## src/rtl/slot_buffer.sv

```systemverilog
// Slot-allocated holding buffer with fixed-priority pop pick. Writes and pops land at the next clk edge; outputs are combinational from state.
// Backpressure: wr_ready drops when every slot is live, and writes made then are dropped; rd_en is ignored while empty.
`ifndef Enable
`define Enable 1'b1
`endif
`ifndef Disable
`define Disable 1'b0
`endif

module slot_buffer #(
   parameter int DATA = 32,
   parameter int IN   = 4,
   parameter bit MSB  = `Enable
) (
   input  logic                      clk,
   input  logic                      reset,
   input  logic                      flush,
   input  logic                      wr_en,
   input  logic [DATA-1:0]           wr_data,
   output logic                      wr_ready,
   input  logic                      rd_en,
   output logic                      rd_valid,
   output logic [IN-1:0]             rd_pos,
   output logic [DATA-1:0]           rd_data,
   output logic [IN-1:0]             entry_valid,
   output logic [DATA*IN-1:0]        entry_data,
   output logic [$clog2(IN+1)-1:0]   count
);

   localparam int CW = $clog2(IN+1);

   logic [IN-1:0]   valid_q;
   logic [IN-1:0]   valid_d;
   logic [DATA-1:0] data_q [IN];
   logic [CW-1:0]   count_q;
   logic [CW-1:0]   count_d;
   logic [IN-1:0]   wr_slot;
   logic [IN-1:0]   pick;
   logic [DATA-1:0] rd_mux;
   logic            wr_acc;
   logic            rd_acc;

   // Free-slot search looks only at the registered bitmap, so a slot being
   // popped this cycle is not yet eligible for the concurrent write.
   always_comb begin
      wr_slot = '0;
      for (int i = IN - 1; i >= 0; i--) begin
         if (!valid_q[i]) begin
            wr_slot    = '0;
            wr_slot[i] = 1'b1;
         end
      end
   end

   always_comb begin
      pick = '0;
      if (MSB) begin
         for (int i = 0; i < IN; i++) begin
            if (valid_q[i]) begin
               pick    = '0;
               pick[i] = 1'b1;
            end
         end
      end else begin
         for (int i = IN - 1; i >= 0; i--) begin
            if (valid_q[i]) begin
               pick    = '0;
               pick[i] = 1'b1;
            end
         end
      end
   end

   always_comb begin
      rd_mux = '0;
      for (int i = 0; i < IN; i++) begin
         rd_mux = rd_mux | (data_q[i] & {DATA{pick[i]}});
      end
   end

   assign wr_ready    = ~(&valid_q);
   assign rd_valid    = |valid_q;
   assign rd_pos      = pick;
   assign rd_data     = rd_mux;
   assign entry_valid = valid_q;
   assign count       = count_q;

   assign wr_acc = wr_en & wr_ready & ~flush;
   assign rd_acc = rd_en & rd_valid & ~flush;

   for (genvar g = 0; g < IN; g++) begin : g_edata
      assign entry_data[DATA*g +: DATA] = data_q[g];
   end

   always_comb begin
      valid_d = valid_q;
      count_d = count_q;
      if (flush) begin
         valid_d = '0;
         count_d = '0;
      end else begin
         if (rd_acc) valid_d = valid_d & ~pick;
         if (wr_acc) valid_d = valid_d | wr_slot;
         case ({wr_acc, rd_acc})
            2'b10:   count_d = count_q + CW'(1);
            2'b01:   count_d = count_q - CW'(1);
            default: count_d = count_q;
         endcase
      end
   end

   // Popping only clears the valid bit; slot data persists until overwritten.
   always_ff @(posedge clk) begin
      if (reset) begin
         valid_q <= '0;
         count_q <= '0;
         for (int i = 0; i < IN; i++) data_q[i] <= '0;
      end else begin
         valid_q <= valid_d;
         count_q <= count_d;
         if (wr_acc) begin
            for (int i = 0; i < IN; i++) begin
               if (wr_slot[i]) data_q[i] <= wr_data;
            end
         end
      end
   end

endmodule

```

## config.mk

```make
export PLATFORM = sky130hd
export DESIGN_NAME = slot_buffer
export DESIGN_NICKNAME = d
export VERILOG_FILES = /design/src/rtl/slot_buffer.sv
export SDC_FILE = /design/constraint.sdc
export NUM_CORES = 1
export LEC_CHECK = 0
export ABC_AREA = 1
export BUFFER_PORTS_ARGS = -buffer_cell sky130_fd_sc_hd__buf_2
export CAP_MARGIN = 5
export CORE_MARGIN = 2
export CORE_UTILIZATION = 50
export CTS_CLUSTER_SIZE = 14
export DETAILED_ROUTE_END_ITERATION = 12
export PLACE_DENSITY = 0.89
export REMOVE_ABC_BUFFERS = 1
export SETUP_SLACK_MARGIN = 0.02
export SKIP_CTS_REPAIR_TIMING = 1
export SLEW_MARGIN = 10
export SYNTH_ARGS = -nofsm -noshare
export SYNTH_HDL_FRONTEND = slang
export SYNTH_SLANG_ARGS = --single-unit
export TNS_END_PERCENT = 20
```

## constraint.sdc

```tcl
create_clock -name clk -period 5 [get_ports clk]
set_input_delay 0.75 -clock clk [delete_from_list [all_inputs] [get_ports clk]]
set_output_delay 0.75 -clock clk [all_outputs]
set_load 0.03 [all_outputs]
```

==> results.yml, run 1 <==
route:
  routed_wirelength_um: 15090
  drc: 0
  first_pass_iters: 4
  route.vias.total: 4764
  vias_per_cell: 5.031
  drtAntennaViolNets: 0
  wire_per_inst_um: 15.93
  drt_first_iter_violations: 257
power_and_ir_drop:
  clockPowerShare_pct: 43.6
  ir_drop_mv: 0.2802
  switchingPower_mw: 0.6590
  intPower_mw: 2.117
  comb_power_share_pct: 9.1
  p_leak_nw: 3.721
  p_per_area_nw_per_um2: 362.4
  pwr-share-seq_pct: 47.3
  netSwitchingFraction_pct: 23.74
floorplanning:
  die_w_um: 113.7
  core_um2: 11860
  die_h_um: 113.7
  row_count: 40
  start_util_pct: 50.76
  io_pins: 210
  dieArea_um2: 12940
timing:
  rsz0062_at_grt: "false"
  tns_ps: 0
  hold_viol_final: 0
  slew_violations: 0
  fmax_mhz: 310.0
  fin_crit_sh_pct: 64.52
  tightest_slew_ps: 1089
  hold_ws_ps: 527.8
  relSlewSlack_pct: 27.23
  finClkSkew_ps: 6.848
  final-setup-viol-count: 0
  finalCriticalPeriod_ps: 3226
yosys:
  synth_common_cells: "nand2_1, nor2_1, edfxtp_1, inv_1, nand3b_1"
  synth_flop_cell: "edfxtp_1"
  synthTopCellsByArea: "edfxtp_1, nand2_1, nor2_1"
  synth_area_um2: 6021
  yosys_warnings: 0
  ys_ff_latch: 135
  ys_seq_area_share_pct: 66.17
  syn_area_per_cell_um2: 10.38
  synth.distinct_cells: 25
  synth_top_cell_area_share_pct: 63.84
  syn_inst: 580
  synth-edff-count: 128
  synth_most_common_cell: "nand2_1"
  yosys.area.top_type: "edfxtp_1"
  ys_async_sr_fraction_pct: 0
cells_and_area:
  nets: 825
  layout-drive-gt1-share_pct: 31.66
  syn_to_final_growth_pct: 27.20
setup_path:
  cp-end-kind: "output pin"
  critPathMaxFanout: 39
  crit_required_ps: 4250
  worstSetupPathType: "reg -> out"
  crit_arrival_ps: 2480
  start_kind: "flop"
clock_network:
  numCtsBuffers: 17
  clkTransAtPathRegs_ps: 60
  cts_sinks: 135
  htree_levels: 4
  clock_path_buffers: 2
  cts_tree: "done"
  clk-insertion-delay-late_ps: 410
  clockRootBuffer: "clkbuf_16"
global_route:
  grt_pass1_vias: 4636
  grt-ovfl-total: 0
  grt_max_degree: 40
  grt_usage_pct: 23.68
  antenna_found_initial: 1
  grt_pass1_wl_um: 23230
outcome:
  status: "finished, final reports clean"
placement:
  gp_congestion: 0.7940
  port_buffers: 209
  dp_hpwl_um: 9913
worst_hold_path:
  worst_hold_path_type: "reg -> reg"
run:
  max_cap_viol_count: 0
metal layers:
layer	part of all wire (%)	vias to the layer above	global-route usage (%)
li1	-	2281	-
met1	40	2244	28.08
met2	51	220	40.56
met3	7.9	19	7.067
met4	1.4	0	9.675
met5	0	-	0
cell usage in the layout (no fill, tap or decap), drive strengths merged, types with 3 or more instances in the layout:
cell type and instances:
inv 51, o21ai 6, bufinv 3, a21oi 5, nand3b 32, dfxtp 7, nand3 5, nor2 135
clkinv 7, nand2 179, clkbuf 20, buf 213, edfxtp 128
worst max-delay path, stage by stage, from the launching register on:
cell,delay [ps]
dfxtp_2,590
inv_1,170
nand2_2,130
nor2_4,680
nand2_1,120
nand3b_1,150
buf_2,210
cell type report:
cell class | instances | area [um2]
tap | 147 | 183.9
timing repair buffer | 213 | 1076
inverter | 51 | 191.4
multi-input combinational | 368 | 1649
sequential | 135 | 3985
fill | 949 | 4203
clock inverter | 12 | 133.9
clock buffer | 20 | 436.7
antenna | 1 | 2.502
final timing paths:
path                  startpoint           to  slack, ps  cells after the start
hold reg to reg         count[0]     count[0]        530                      2
setup reg to reg  entry_valid[3]     count[2]       2430                     13
hold / removal          count[0]     count[0]        530                      2
setup / recovery  entry_valid[3]  rd_data[28]       1770                      6
power by group through the flow:
stage	clock (mW)	sequential (mW)	combinational, mW
2_1_floorplan	0	1.43	0.0603
3_3_place_gp	0	1.34	0.249
3_5_place_dp	0	1.34	0.252
4_1_cts	1.22	1.31	0.253
5_1_grt	1.27	1.32	0.268
6_report	1.21	1.31	0.252
sequential cells by signal, summed over array words and instances (netlist names):
name / flops
count: 3
entry_valid: 4
data_q: 128
stage by stage:
stage	total power, mW	instance area, um2	utilization, %	cells	setup slack (ps)
finish	2.776	7659	64.57	947	1774
global route	2.861	7656	64.55	946	1593
CTS	2.790	7656	64.55	946	1738
detailed placement	1.589	7086	59.74	914	2211
global placement	1.584	7086	59.74	914	2311
floorplan	1.495	5813	-	554	863.0
cells by family (layout without fill, tap and decap cells):
logic type	count (synthesis)	count (layout)	share of synthesized area, %
buffers and inverters	77	296	6.629
and+or+nand+nor	354	354	25.64
AOI/OAI and AO/OA	12	12	1.018
adders and majority gates	2	2	0.5403
DFF	135	135	66.17
other	0	1	0
Note: power is estimated with default switching activity, not from simulation.
==> inputs of run 2 (changes only) <==
--- a/config.mk
+++ b/config.mk
@@ -9,10 +9,10 @@
 export BUFFER_PORTS_ARGS = -buffer_cell sky130_fd_sc_hd__buf_2
 export CAP_MARGIN = 5
 export CORE_MARGIN = 2
-export CORE_UTILIZATION = 50
+export CORE_UTILIZATION = 45
 export CTS_CLUSTER_SIZE = 14
 export DETAILED_ROUTE_END_ITERATION = 12
-export PLACE_DENSITY = 0.89
+export PLACE_DENSITY = 0.85
 export REMOVE_ABC_BUFFERS = 1
 export SETUP_SLACK_MARGIN = 0.02
 export SKIP_CTS_REPAIR_TIMING = 1
==> constraint.sdc (replaced) <==
create_clock -name clk -period 2.6 [get_ports clk]
set_input_delay 0.39 -clock clk [delete_from_list [all_inputs] [get_ports clk]]
set_output_delay 0.39 -clock clk [all_outputs]
set_load 0.03 [all_outputs]
==> run 2 against run 1 <==
Setup slack lost 1500 ps. Core utilization fell by 5.5 points. Clock skew grew 1.1 ps. Combinational power grew 96%. Power is 89% higher. Non-clock buffer count grew 8. Cell area increased by 1.4%. Largest cell class unchanged. Sequential share of layout area shrank 0.70 points. Largest power group unchanged. Hold slack worse by 210 ps.
==> results.yml, run 2 (synthesized netlist as in run 1, its figures left out) <==
outcome:
  status: "finished, final reports clean"
power_and_ir_drop:
  netSwitchingFraction_pct: 25.64
  pwr-share-seq_pct: 48.1
  switchingPower_mw: 1.348
  p_leak_nw: 3.760
  comb_power_share_pct: 9.4
  intPower_mw: 3.908
  ir_drop_mv: 0.3986
  p_per_area_nw_per_um2: 677.0
  clockPowerShare_pct: 42.5
timing:
  final-setup-viol-count: 0
  rsz0062_at_grt: "false"
  hold_ws_ps: 317.7
  tightest_slew_ps: 1051
  tns_ps: 0
  slew_violations: 0
  fmax_mhz: 428.1
  fin_crit_sh_pct: 89.84
  finClkSkew_ps: 7.949
  relSlewSlack_pct: 29.80
  finalCriticalPeriod_ps: 2336
  hold_viol_final: 0
cells_and_area:
  mostFrequentLayoutCells: "buf_2, nand2_1, nor2_1"
  layout-drive-gt1-share_pct: 33.37
  nets: 833
  layout_commonest_cell: "buf_2"
  fin_area_um2: 7764
  multiInputGateArea_um2: 1654
  regArea_um2: 3985
  n_fill_cell: 1113
  syn_to_final_growth_pct: 28.95
  final_core_util_pct: 59.10
  antenna_cells: 0
  largest-register: "data_q"
  largest_reg_flops: 128
setup_path:
  start_kind: "flop"
  critPathMaxFanout: 19
  max_stage_delay_ps: 630
  cp_cell_sequence: "inv_1 > nand2_2 > nor2_4 > buf_4 > nand2_1 > nand3b_1 > buf_2"
  worst-path-buf-inv: 3
  crit_required_ps: 2210
  crit_family: "flip-flops"
  crit_path_top_delay_cell: "dfxtp_2"
  worstSetupPathType: "reg -> out"
  crit_arrival_ps: 1950
  cp-end-kind: "output pin"
floorplanning:
  start_util_pct: 45.83
  row_count: 42
  die_h_um: 119.7
  dieArea_um2: 14320
  core_um2: 13140
  die_w_um: 119.7
  io_pins: 210
clock_network:
  clk-insertion-delay-late_ps: 410
  clock_path_buffers: 2
  clockRootBuffer: "clkbuf_16"
  numCtsBuffers: 17
  cts_tree: "done"
  htree_levels: 4
  cts_sinks: 135
  clkTransAtPathRegs_ps: 60
worst_hold_path:
  worst_hold_path_type: "in -> reg"
route:
  route.vias.total: 4874
  drt_first_iter_violations: 371
  first_pass_iters: 6
  vias_per_cell: 4.963
  drc: 0
  routed_wirelength_um: 15450
  wire_per_inst_um: 15.74
  drtAntennaViolNets: 0
placement:
  placed_area_um2: 7212
  gp_congestion: 0.8423
  dp_hpwl_um: 10480
  port_buffers: 209
global_route:
  grt_pass1_wl_um: 23940
  grt_usage_pct: 21.78
  grt-ovfl-total: 0
  antenna_found_initial: 0
  grt_pass1_vias: 4594
  grt_max_degree: 36
run:
  max_cap_viol_count: 0
## run 2: stage by stage
stage	power (mW)	std cells	setup slack, ps
floorplan	2.874	554	-1537
global placement	3.059	951	488.9
detailed placement	3.067	951	411.4
CTS	5.282	982	264.9
global route	5.406	982	181.3
finish	5.256	982	264.1
## run 2: worst paths after layout
| check | depth (start not counted) | end | slack [ps] | from |
|---|---|---|---|---|
| hold / removal | 4 | count[1] | 320 | reset |
| setup / recovery | 7 | rd_data[9] | 260 | entry_valid[3] |
| setup reg to reg | 13 | count[2] | 390 | entry_valid[3] |
| hold reg to reg | 2 | entry_valid[2] | 540 | entry_valid[2] |
## run 2: worst register-to-register path, stage by stage (launching register included)
cell	delay [ps]
dfxtp_2	630
inv_1	110
nand2_2	180
inv_1	80
a31oi_1	140
ha_1	180
inv_1	70
fa_1	400
inv_1	70
nand2_1	60
nand3_1	90
nand2_1	50
inv_1	50
nor2_1	40
## run 2: area by class of cell
class,count,area share (%)
clock buffer,17,5.479
multi-input combinational,368,21.31
inverter,51,2.466
sequential,135,51.33
tap,176,2.836
clock inverter,14,1.628
timing repair buffer,221,14.96
## run 2: routing by layer
metal  GRT usage [%]  vias up  routed length, um
met4           8.897        0                261
met5               0        -                  0
met1           27.75     2305               6405
met2           36.75      241               7645
li1                -     2303                  -
met3           4.087       25               1139
## run 2: power by group through the flow
| stage | Sequential, mW | Clock, mW | Combinational (mW) |
|---|---|---|---|
| 6_report | 2.53 | 2.23 | 0.495 |
| 5_1_grt | 2.54 | 2.35 | 0.522 |
| 4_1_cts | 2.53 | 2.26 | 0.498 |
| 3_5_place_dp | 2.57 | 0 | 0.497 |
| 3_3_place_gp | 2.57 | 0 | 0.489 |
| 2_1_floorplan | 2.76 | 0 | 0.116 |
